[src/rtl/mc_ctrl.sv]
// Multi-cycle MIPS-subset control FSM: FETCH/DECODE/EXEC/MEM/WB sequencing plus retired-instruction counter.
// Optional jal support is enabled by defining MC_CTRL_JAL_EN.
module mc_ctrl (
    input  logic        clk,
    input  logic        reset,
    input  logic [5:0]  op,
    input  logic [5:0]  funct,
    input  logic        zero,
    output logic        pc_we,
    output logic        ir_we,
    output logic        reg_we,
    output logic        mem_we,
    output logic [1:0]  pc_src,
    output logic [1:0]  reg_dst,
    output logic [1:0]  wd_src,
    output logic        alu_src,
    output logic [1:0]  alu_op,
    output logic [1:0]  EOp,
    output logic [2:0]  state,
    output logic [31:0] retired
);

    localparam logic [2:0] S_FETCH  = 3'd0;
    localparam logic [2:0] S_DECODE = 3'd1;
    localparam logic [2:0] S_EXEC   = 3'd2;
    localparam logic [2:0] S_MEM    = 3'd3;
    localparam logic [2:0] S_WB     = 3'd4;

    localparam logic [5:0] OP_RTYPE = 6'h00;
    localparam logic [5:0] OP_J     = 6'h02;
    localparam logic [5:0] OP_JAL   = 6'h03;
    localparam logic [5:0] OP_BEQ   = 6'h04;
    localparam logic [5:0] OP_ORI   = 6'h0D;
    localparam logic [5:0] OP_LUI   = 6'h0F;
    localparam logic [5:0] OP_LW    = 6'h23;
    localparam logic [5:0] OP_SW    = 6'h2B;
    localparam logic [5:0] FN_ADDU  = 6'h21;
    localparam logic [5:0] FN_SUBU  = 6'h23;

    localparam logic [1:0] PC_SEQ   = 2'd0;
    localparam logic [1:0] PC_BR    = 2'd1;
    localparam logic [1:0] PC_JMP   = 2'd2;
    localparam logic [1:0] ALU_ADD  = 2'd0;
    localparam logic [1:0] ALU_SUB  = 2'd1;
    localparam logic [1:0] ALU_OR   = 2'd2;
    localparam logic [1:0] EXT_SIGN = 2'd0;
    localparam logic [1:0] EXT_ZERO = 2'd1;
    localparam logic [1:0] EXT_LUI  = 2'd2;
    localparam logic [1:0] EXT_BR   = 2'd3;

`ifdef MC_CTRL_JAL_EN
    localparam logic JAL_EN = 1'b1;
`else
    localparam logic JAL_EN = 1'b0;
`endif

    logic [2:0]  state_r;
    logic [2:0]  next_state_s;
    logic [31:0] retired_r;
    logic        retire_s;
    logic        is_addu_s, is_subu_s, is_ori_s, is_lui_s;
    logic        is_lw_s, is_sw_s, is_beq_s, is_j_s, is_jal_s;
    logic        supported_s;
    logic [1:0]  eop_s;

    // Instruction classification and immediate-extender mode from the IR fields.
    always_comb begin
        is_addu_s   = (op == OP_RTYPE) && (funct == FN_ADDU);
        is_subu_s   = (op == OP_RTYPE) && (funct == FN_SUBU);
        is_ori_s    = (op == OP_ORI);
        is_lui_s    = (op == OP_LUI);
        is_lw_s     = (op == OP_LW);
        is_sw_s     = (op == OP_SW);
        is_beq_s    = (op == OP_BEQ);
        is_j_s      = (op == OP_J);
        is_jal_s    = JAL_EN && (op == OP_JAL);
        supported_s = is_addu_s | is_subu_s | is_ori_s | is_lui_s | is_lw_s
                    | is_sw_s | is_beq_s | is_j_s | is_jal_s;
        if (is_ori_s) begin
            eop_s = EXT_ZERO;
        end else if (is_lui_s) begin
            eop_s = EXT_LUI;
        end else if (is_beq_s) begin
            eop_s = EXT_BR;
        end else begin
            eop_s = EXT_SIGN;
        end
    end

    // Control outputs and next state; everything is held at 0 while reset is asserted.
    always_comb begin
        pc_we        = 1'b0;
        ir_we        = 1'b0;
        reg_we       = 1'b0;
        mem_we       = 1'b0;
        pc_src       = PC_SEQ;
        reg_dst      = 2'd0;
        wd_src       = 2'd0;
        alu_src      = 1'b0;
        alu_op       = ALU_ADD;
        EOp          = EXT_SIGN;
        next_state_s = S_FETCH;
        if (reset) begin
            next_state_s = S_FETCH;
        end else begin
            case (state_r)
                S_FETCH: begin
                    ir_we        = 1'b1;
                    pc_we        = 1'b1;
                    pc_src       = PC_SEQ;
                    next_state_s = S_DECODE;
                end
                S_DECODE: begin
                    EOp = eop_s;
                    if (is_j_s) begin
                        pc_we        = 1'b1;
                        pc_src       = PC_JMP;
                        next_state_s = S_FETCH;
                    end else if (is_jal_s) begin
                        pc_we        = 1'b1;
                        pc_src       = PC_JMP;
                        reg_we       = 1'b1;
                        reg_dst      = 2'd2;
                        wd_src       = 2'd2;
                        next_state_s = S_FETCH;
                    end else if (supported_s) begin
                        next_state_s = S_EXEC;
                    end else begin
                        next_state_s = S_FETCH;
                    end
                end
                S_EXEC: begin
                    EOp = eop_s;
                    if (is_addu_s || is_subu_s) begin
                        alu_op       = is_subu_s ? ALU_SUB : ALU_ADD;
                        next_state_s = S_WB;
                    end else if (is_ori_s || is_lui_s) begin
                        alu_src      = 1'b1;
                        alu_op       = ALU_OR;
                        next_state_s = S_WB;
                    end else if (is_lw_s || is_sw_s) begin
                        alu_src      = 1'b1;
                        alu_op       = ALU_ADD;
                        next_state_s = S_MEM;
                    end else if (is_beq_s) begin
                        alu_op       = ALU_SUB;
                        pc_we        = zero;
                        pc_src       = PC_BR;
                        next_state_s = S_FETCH;
                    end else begin
                        next_state_s = S_FETCH;
                    end
                end
                S_MEM: begin
                    EOp = eop_s;
                    if (is_sw_s) begin
                        mem_we       = 1'b1;
                        next_state_s = S_FETCH;
                    end else if (is_lw_s) begin
                        next_state_s = S_WB;
                    end else begin
                        next_state_s = S_FETCH;
                    end
                end
                S_WB: begin
                    EOp          = eop_s;
                    next_state_s = S_FETCH;
                    if (is_addu_s || is_subu_s) begin
                        reg_we  = 1'b1;
                        reg_dst = 2'd1;
                        wd_src  = 2'd0;
                    end else if (is_ori_s || is_lui_s) begin
                        reg_we  = 1'b1;
                        reg_dst = 2'd0;
                        wd_src  = 2'd0;
                    end else if (is_lw_s) begin
                        reg_we  = 1'b1;
                        reg_dst = 2'd0;
                        wd_src  = 2'd1;
                    end else begin
                        reg_we  = 1'b0;
                    end
                end
                default: begin
                    next_state_s = S_FETCH;
                end
            endcase
        end
    end

    // An instruction retires when a supported one hands control back to FETCH.
    always_comb begin
        retire_s = (state_r >= S_DECODE) && (state_r <= S_WB)
                && (next_state_s == S_FETCH) && supported_s && !reset;
    end

    // FSM state register.
    always_ff @(posedge clk or posedge reset) begin
        if (reset) begin
            state_r <= S_FETCH;
        end else begin
            state_r <= next_state_s;
        end
    end

    // Retired-instruction counter, wraps silently.
    always_ff @(posedge clk or posedge reset) begin
        if (reset) begin
            retired_r <= 32'd0;
        end else if (retire_s) begin
            retired_r <= retired_r + 32'd1;
        end else begin
            retired_r <= retired_r;
        end
    end

    assign state   = state_r;
    assign retired = retired_r;

endmodule

[config.mk]
export PLATFORM = sky130hd
export DESIGN_NAME = mc_ctrl
export DESIGN_NICKNAME = d
export VERILOG_FILES = /design/src/rtl/mc_ctrl.sv
export SDC_FILE = /design/constraint.sdc
export NUM_CORES = 1
export LEC_CHECK = 0
export ABC_AREA = 1
export CAP_MARGIN = 10
export CORE_MARGIN = 3
export CORE_UTILIZATION = 29
export CTS_BUF_LIST = sky130_fd_sc_hd__clkbuf_8
export CTS_CLUSTER_DIAMETER = 200
export DETAILED_ROUTE_END_ITERATION = 8
export HOLD_SLACK_MARGIN = 0.1
export PLACE_DENSITY = 0.52
export SETUP_SLACK_MARGIN = 0.1
export SLEW_MARGIN = 40
export SYNTH_ARGS = -nofsm -noshare
export SYNTH_HDL_FRONTEND = slang
export SYNTH_SLANG_ARGS = --single-unit
export TNS_END_PERCENT = 20
[constraint.sdc]
create_clock -name clk -period 2.4 [get_ports clk]
set_input_delay 0.48 -clock clk [delete_from_list [all_inputs] [get_ports clk]]
set_output_delay 0.48 -clock clk [all_outputs]
set_load 0.02 [all_outputs]
==> impl_results.md, run 1 <==
- Die area: 10200 um^2
- Starting Density: 30.0%
- RSZ-0062 raised after global routing: no
- Inst Count DP: 587
- Gr ovfl total: 0
- PortBufs: 62
- Synth Instances: 397
- Diode count: 0
- Vias in the first global route: 2697
- Global-route wire length before repair: 13300 um
- Multiplexer share of the synthesized area: 0%
- Main combinational cell family by area after synthesis: simple AND/OR/NAND/NOR gates
- Setup_tns: 0 ns
- Routed WL: 7890 um
- Setup slack, reg-to-reg: 0.59 ns
- Synth Area in Compound Gates: 2.00%
- Reg2Reg Depth: 7
- IO Pins: 65
- CP top delay family: buffers and inverters
- Routed len/inst: 13.3 um
- Core ar.: 8760 um^2
- Reg2reg end: retired[18]
- Peak Freq: 0.462 GHz
- CP Cell Sequence: clkdlybuf4s50_1 -> inv_1 -> nor2_2 -> nand2_1 -> nor2_1 -> nand2_2 -> buf_4 -> nor2_1 -> clkbuf_2
- Critical path arrival: 1.68 ns
- Sequential share of power: 45.3%
- Critical path's largest stage delay: 0.45 ns
- Internal Dissipation: 1.02 mW
- Worst Path Required: 1.92 ns
- Die Y: 101 um
- Crit path capture type: output port
- CTS tree: done
- Drt first pass iters: 4
- Critical Path Stages: 9
- Initial antenna violation count: 0
- Status: finished clean
- Remaining DRCs: 0
- Top cell by count, worst path: nor2_1
- Die width: 101 um
- Clock power frac: 41.2%
- CTS sink count: 35
- Max cap viols: 0
- Iteration-0 DRC count of the detailed router: 99
- Lkg Pwr: 1.75 nW
- Worst slack, placed: -0.391 ns
- HPWL after DPL: 6300 um
- Cts bufs inserted: 5
- Postcts setup bufs: 0
- Post-synthesis simple-gate area fraction: 47.2%
- CP Max Fanout: 4
- H-tree level count: 2
- Rows: 34
- CP max stage cell: clkdlybuf4s50_1
- Critical path endpoint: reg_dst[0]
- Fin. Hold Viols: 0
- Adder-Cell Fraction of Synth Area: 0.476%
- PD cells: 369 nW/um^2
- Main synth FF type: dfrtp_1
- Net Sw Frac: 25.3%
- Vias: 2802
- FF+latch count, synth: 35
- Fin cells: 595
- EDFF count, synth: 0
- XOR/XNOR Fraction of Synth Area: 9.32%
- Largest net degree at the start of global routing: 22
- Final setup fails: 0
- Fin worst setup slack: 0.236 ns
- Max-slew violation count: 0
- Synth warn: 0
- Skew final: 0.00553 ns
- Period utilisation layout: 90.2%
- Post-synthesis sequential area ratio: 33.3%
- Worst hold path type: in2async
- Synth-to-layout area growth: 41.2%
- Vias per cell: 4.71
- Largest vdd supply drop: 0.206 mV
- Clock buffer depth: 2
- Crit path time final: 2.16 ns
- Crit path buf inv count: 4
- Tot Pwr: 1.37 mW
- Final ANT Viol Nets: 0
- Syn Area/Cell: 6.62 um^2
- R2r startpoint: retired[0]
- Post-route cell area: 3710 um^2
- Layout cells sized above 1: 16.4%
- Post-DP Area: 3600 um^2
- Logic pwr share: 13.6%
- Routability cong.: 0.963
- Switch Pwr: 0.347 mW
- Gr usage total: 15.9%
- Nets@finish: 502
- FFs w/ async S/R, synth: 100%
- Post-synth cell types: 28
- Root buffer cell: clkbuf_8
- CP Launch Point: funct[0]
- Clock latency on the worst-skew pair: 0.29 ns
- Mapped Area: 2630 um^2
- Startpoint Class: input pin
- Critical path class: in2out
- Clk slew on worst S/H paths: 0.08 ns
-- worst min-delay path, stage by stage --
cell            delay (ns)
dlymetal6s2s_1        0.19
clkinvlp_4            0.15
buf_4                 0.24
-- stage by stage --
stage          hold slack, ns  utilization [%]
6_report                0.398             42.4
5_1_grt                 0.417             42.4
4_1_cts                 0.516             42.2
3_5_place_dp            0.499             41.0
3_3_place_gp            0.494             41.0
2_1_floorplan           0.444                -
-- power groups by stage --
stage / logic [mW] / registers (mW) / clock network (mW)
floorplan: 0.0742 / 0.645 / 0
CTS: 0.185 / 0.620 / 0.585
detailed placement: 0.185 / 0.631 / 0
global route: 0.204 / 0.623 / 0.603
global placement: 0.183 / 0.631 / 0
finish: 0.186 / 0.620 / 0.564
-- kinds of logic after synthesis --
kind of cell / count (synthesis)
XOR/XNOR: 28
AO/OA/AOI/OAI: 7
other: 1
adder cells (fa/ha/maj): 1
AND/OR/NAND/NOR: 283
buffers and inverters: 42
flip-flops: 35
-- layout make-up --
cell class,instances,area [um^2]
Sequential cell,35,876
Tap cell,108,135
Inverter,28,109
Clock inverter,2,35.0
Timing Repair Buffer,95,880
Fill cell,929,5050
Multi-Input combinational cell,321,1600
Clock buffer,6,82.6
-- Yosys cell counts (3+ instances only) --
| master | number | share of area, % |
|---|---|---|
| buf_2 | 9 | 1.7 |
| buf_6 | 3 | 1.3 |
| dfrtp_1 | 35 | 33 |
| inv_1 | 26 | 3.7 |
| nand2_1 | 150 | 21 |
| nand3_1 | 4 | 0.76 |
| nand4_1 | 35 | 8.3 |
| nor2_1 | 71 | 10 |
| nor2_2 | 4 | 0.95 |
| nor3_1 | 7 | 1.3 |
| nor3_2 | 3 | 1.1 |
| xnor2_1 | 14 | 4.7 |
| xor2_1 | 14 | 4.7 |
-- placed cells by master, fill, tap and decap left out, types with 2 or more instances in the layout --
cell type / instances
buf_2: 5
clkbuf_8: 6
nand2_2: 2
dfrtp_1: 35
a21oi_1: 2
xnor2_1: 14
clkdlybuf4s50_1: 42
conb_1: 2
nor2_2: 7
nor2_1: 67
buf_12: 4
nor2_4: 2
nand3_1: 4
inv_2: 4
nand4_1: 35
dlymetal6s2s_1: 7
xor2_1: 14
nor3_2: 5
o21ai_0: 2
buf_4: 31
nor3_1: 5
inv_1: 23
nand2_1: 150
clkbuf_2: 5
nand3b_1: 2
nand3_2: 2
-- metal layers --
layer / wire [um] / part of all wire [%] / track usage [%]
met3: 297 / 3.8 / 2.34
met5: 0 / 0 / 0
met4: 38 / 0.48 / 3.37
met1: 3960 / 50 / 23.7
met2: 3600 / 46 / 24.5
-- worst min path at each step --
stage | startpoint | endpoint
floorplan | reset | retired[0]
global placement | retired[30] | retired[30]
detailed placement | retired[30] | retired[30]
CTS | retired[30] | retired[30]
global route | reset | retired[6]
finish | reset | retired[8]
-- flip-flops by register name (all words and copies together) (netlist names) --
name     cells
retired     32
state        3
-- what timing repair did --
item | in CTS | in global routing
gates resized for setup | 37 | 29
setup endpoints to repair | 13 | 13
pin swaps | 1 | 3
hold buffers | 0 | 0
No activity file was read; power rests on OpenSTA's default activity.
==> inputs of run 2 (changes only) <==
--- a/config.mk
+++ b/config.mk
@@ -10,7 +10,7 @@
 export CORE_MARGIN = 3
 export CORE_UTILIZATION = 29
 export CTS_BUF_LIST = sky130_fd_sc_hd__clkbuf_8
-export CTS_CLUSTER_DIAMETER = 200
+export CTS_CLUSTER_DIAMETER = 40
 export DETAILED_ROUTE_END_ITERATION = 8
 export HOLD_SLACK_MARGIN = 0.1
 export PLACE_DENSITY = 0.52
==> constraint.sdc (replaced) <==
create_clock -name clk -period 2.2 [get_ports clk]
set_input_delay 0.44 -clock clk [delete_from_list [all_inputs] [get_ports clk]]
set_output_delay 0.44 -clock clk [all_outputs]
set_load 0.02 [all_outputs]
==> run 2 against run 1 <==
  * Power shrank 2.1%
  * Sequential power up 8.9%
  * Sequential cell count is the same
  * Count of clock-buffer cells in the layout shrank 1
  * Clock power shrank 18%
==> impl_results.md, run 2 (synthesized netlist as in run 1, its figures left out) <==
- Status: finished clean
- Die area: 10200 um^2 (unchanged)
- Worst hold path type: reg2reg
- Final ANT Viol Nets: 0 (unchanged)
- Starting Density: 30.0% (unchanged)
- Logic pwr share: 15.3% (+1.7 points)
- Clock latency on the worst-skew pair: 0.29 ns (about the same)
- Initial antenna violation count: 0 (unchanged)
- CP top delay family: buffers and inverters
- Sequential share of power: 50.4% (+5.1 points)
- Root buffer cell: clkbuf_8
- Setup slack, reg-to-reg: 0.41 ns (-0.18 ns)
- H-tree level count: 2 (unchanged)
- Fin. Hold Viols: 0 (unchanged)
- Die width: 101 um (unchanged)
- Max-slew violation count: 0 (unchanged)
- Post-DP Area: 3630 um^2 (+0.97%)
- HPWL after DPL: 6280 um (-0.38%)
- Largest vdd supply drop: 0.317 mV (+54%)
- Vias in the first global route: 2738 (+1.5%)
- Vias per cell: 4.66 (-0.99%)
- Crit path capture type: output port
- Peak Freq: 0.477 GHz
- Routed len/inst: 13.1 um (-1.3%)
- Max reg flops: 32 (unchanged)
- Routed WL: 7840 um (-0.62%)
- Gr usage total: 16.0% (+0.017 points)
- Global-route wire length before repair: 13400 um (+0.88%)
- Drt first pass iters: 4 (unchanged)
- Clk slew on worst S/H paths: 0.07 ns (about the same)
- Worst slack, placed: -0.530 ns (-0.140 ns)
- Critical path class: in2out
- Critical path arrival: 1.66 ns (-0.02 ns)
- Diode count: 0 (unchanged)
- Layout cells sized above 1: 16.7% (+0.27 points)
- PortBufs: 62 (unchanged)
- Switch Pwr: 0.374 mW (+7.8%)
- Clock buffer depth: 2 (unchanged)
- Worst Path Required: 1.76 ns (-0.16 ns)
- Final setup fails: 0 (unchanged)
- Die Y: 101 um (unchanged)
- Commonest non-fill, non-tap cell in the layout: nand2_1
- Commonest non-fill, non-tap cells in the layout: 149 x nand2_1, 67 x nor2_1, 42 x clkdlybuf4s50_1, 35 x nand4_1, 35 x buf_4
- Clock power frac: 34.3% (-6.9 points)
- CP max stage cell: clkdlybuf4s50_1
- Synth-to-layout area growth: 40.6%
- Internal Dissipation: 0.966 mW (-5.5%)
- Skew final: 0.00968 ns (+0.00415 ns)
- Period utilisation layout: 95.3%
- Post-route cell area: 3700 um^2 (-0.37%)
- Rows: 34 (unchanged)
- Gr ovfl total: 0 (unchanged)
- Remaining DRCs: 0 (unchanged)
- Max cap viols: 0 (unchanged)
- Tot Pwr: 1.34 mW (-2.1%)
- Vias: 2793 (-0.32%)
- CTS Hold Bufs: 0 (unchanged)
- Critical path's largest stage delay: 0.45 ns (about the same)
- Lkg Pwr: 1.70 nW (-2.9%)
- Net Sw Frac: 27.9% (+2.6 points)
- PD cells: 362 nW/um^2 (-1.7%)
- Nets@finish: 506 (+0.80%)
- Iteration-0 DRC count of the detailed router: 109 (+10%)
- Inst Count DP: 590 (+0.51%)
- CTS tree: done
- Crit path buf inv count: 4 (unchanged)
- Core ar.: 8760 um^2 (unchanged)
- Startpoint Class: input pin
- Fin worst setup slack: 0.103 ns (-0.133 ns)
- Fin cells: 599 (+0.67%)
- RSZ-0062 raised after global routing: yes
- IO Pins: 65 (unchanged)
- Crit path time final: 2.10 ns
- CP Max Fanout: 4 (unchanged)
- CP Cell Sequence: clkdlybuf4s50_1 -> inv_1 -> nor2_1 -> nand2_1 -> nor2_1 -> nand2_2 -> inv_2 -> nor2_2 -> nand2_1 -> nand2_1 -> buf_2
- Cts bufs inserted: 5 (unchanged)
- Largest net degree at the start of global routing: 33 (+50%)
- Routability cong.: 0.946 (-1.8%)
- CTS sink count: 35 (unchanged)
- Top cell by count, worst path: nand2_1
-- run 2: layout make-up --
type / count / area [um^2]
multi-input cells: 321 / 1590
inverters: 28 / 109
flip-flops and latches: 35 / 877
repair buffers: 99 / 905
clock buffers: 5 / 68.8
clock inverters: 3 / 16.3
fillers: 974 / 5060
well taps: 108 / 135
-- run 2: routing by layer --
layer	GRT usage, %	routed length (um)
met1	23.1	3890
met2	25.3	3590
met3	2.48	314
met4	3.17	46
met5	0	0
-- run 2: metrics by stage --
stage	setup TNS, ns	hold slack, ns	util, %
final	0	0.509	42.2
after global routing	0	0.553	42.2
after CTS	0	0.514	42.2
after detailed placement	-11.24	0.496	41.4
after global placement	-10.33	0.495	41.4
after floorplan	0	0.404	-
-- run 2: worst paths after layout --
check	start	end	cells after the start
min reg2reg	retired[30]	retired[30]	2
max	funct[0]	alu_op[0]	11
max in group asynchronous	reset	state[2]	4
min	retired[30]	retired[30]	2
min in group asynchronous	reset	retired[10]	4
max reg2reg	retired[0]	retired[18]	7
-- run 2: what timing repair did --
action	in CTS	in global routing
gates cloned	0	0
setup endpoints to repair	13	11
setup buffers	1	0
pin swaps	3	0
resized for setup	65	5
-- run 2: worst register-to-register path, delay by kind of cell (launching register included) --
| kind | cells | cell delay (ns) |
|---|---|---|
| flip-flops | 1 | 0.42 |
| adder cells (fa/ha/maj) | 1 | 0.29 |
| AND/OR/NAND/NOR | 5 | 0.83 |
| XOR/XNOR | 1 | 0.15 |
-- run 2: power by group through the flow --
stage | clock [mW] | sequential [mW] | combinational [mW]
after floorplan | 0 | 0.703 | 0.0810
after global placement | 0 | 0.687 | 0.206
after detailed placement | 0 | 0.687 | 0.208
after CTS | 0.477 | 0.674 | 0.206
after global routing | 0.503 | 0.678 | 0.226
final | 0.460 | 0.675 | 0.205
==> inputs of run 3 (changes only) <==
--- a/config.mk
+++ b/config.mk
@@ -6,7 +6,7 @@
 export NUM_CORES = 1
 export LEC_CHECK = 0
 export ABC_AREA = 1
-export CAP_MARGIN = 10
+export CAP_MARGIN = 20
 export CORE_MARGIN = 3
 export CORE_UTILIZATION = 29
 export CTS_BUF_LIST = sky130_fd_sc_hd__clkbuf_8
==> results of run 3 <==
The final DEF is identical to that of run 2; final timing and power are the same.
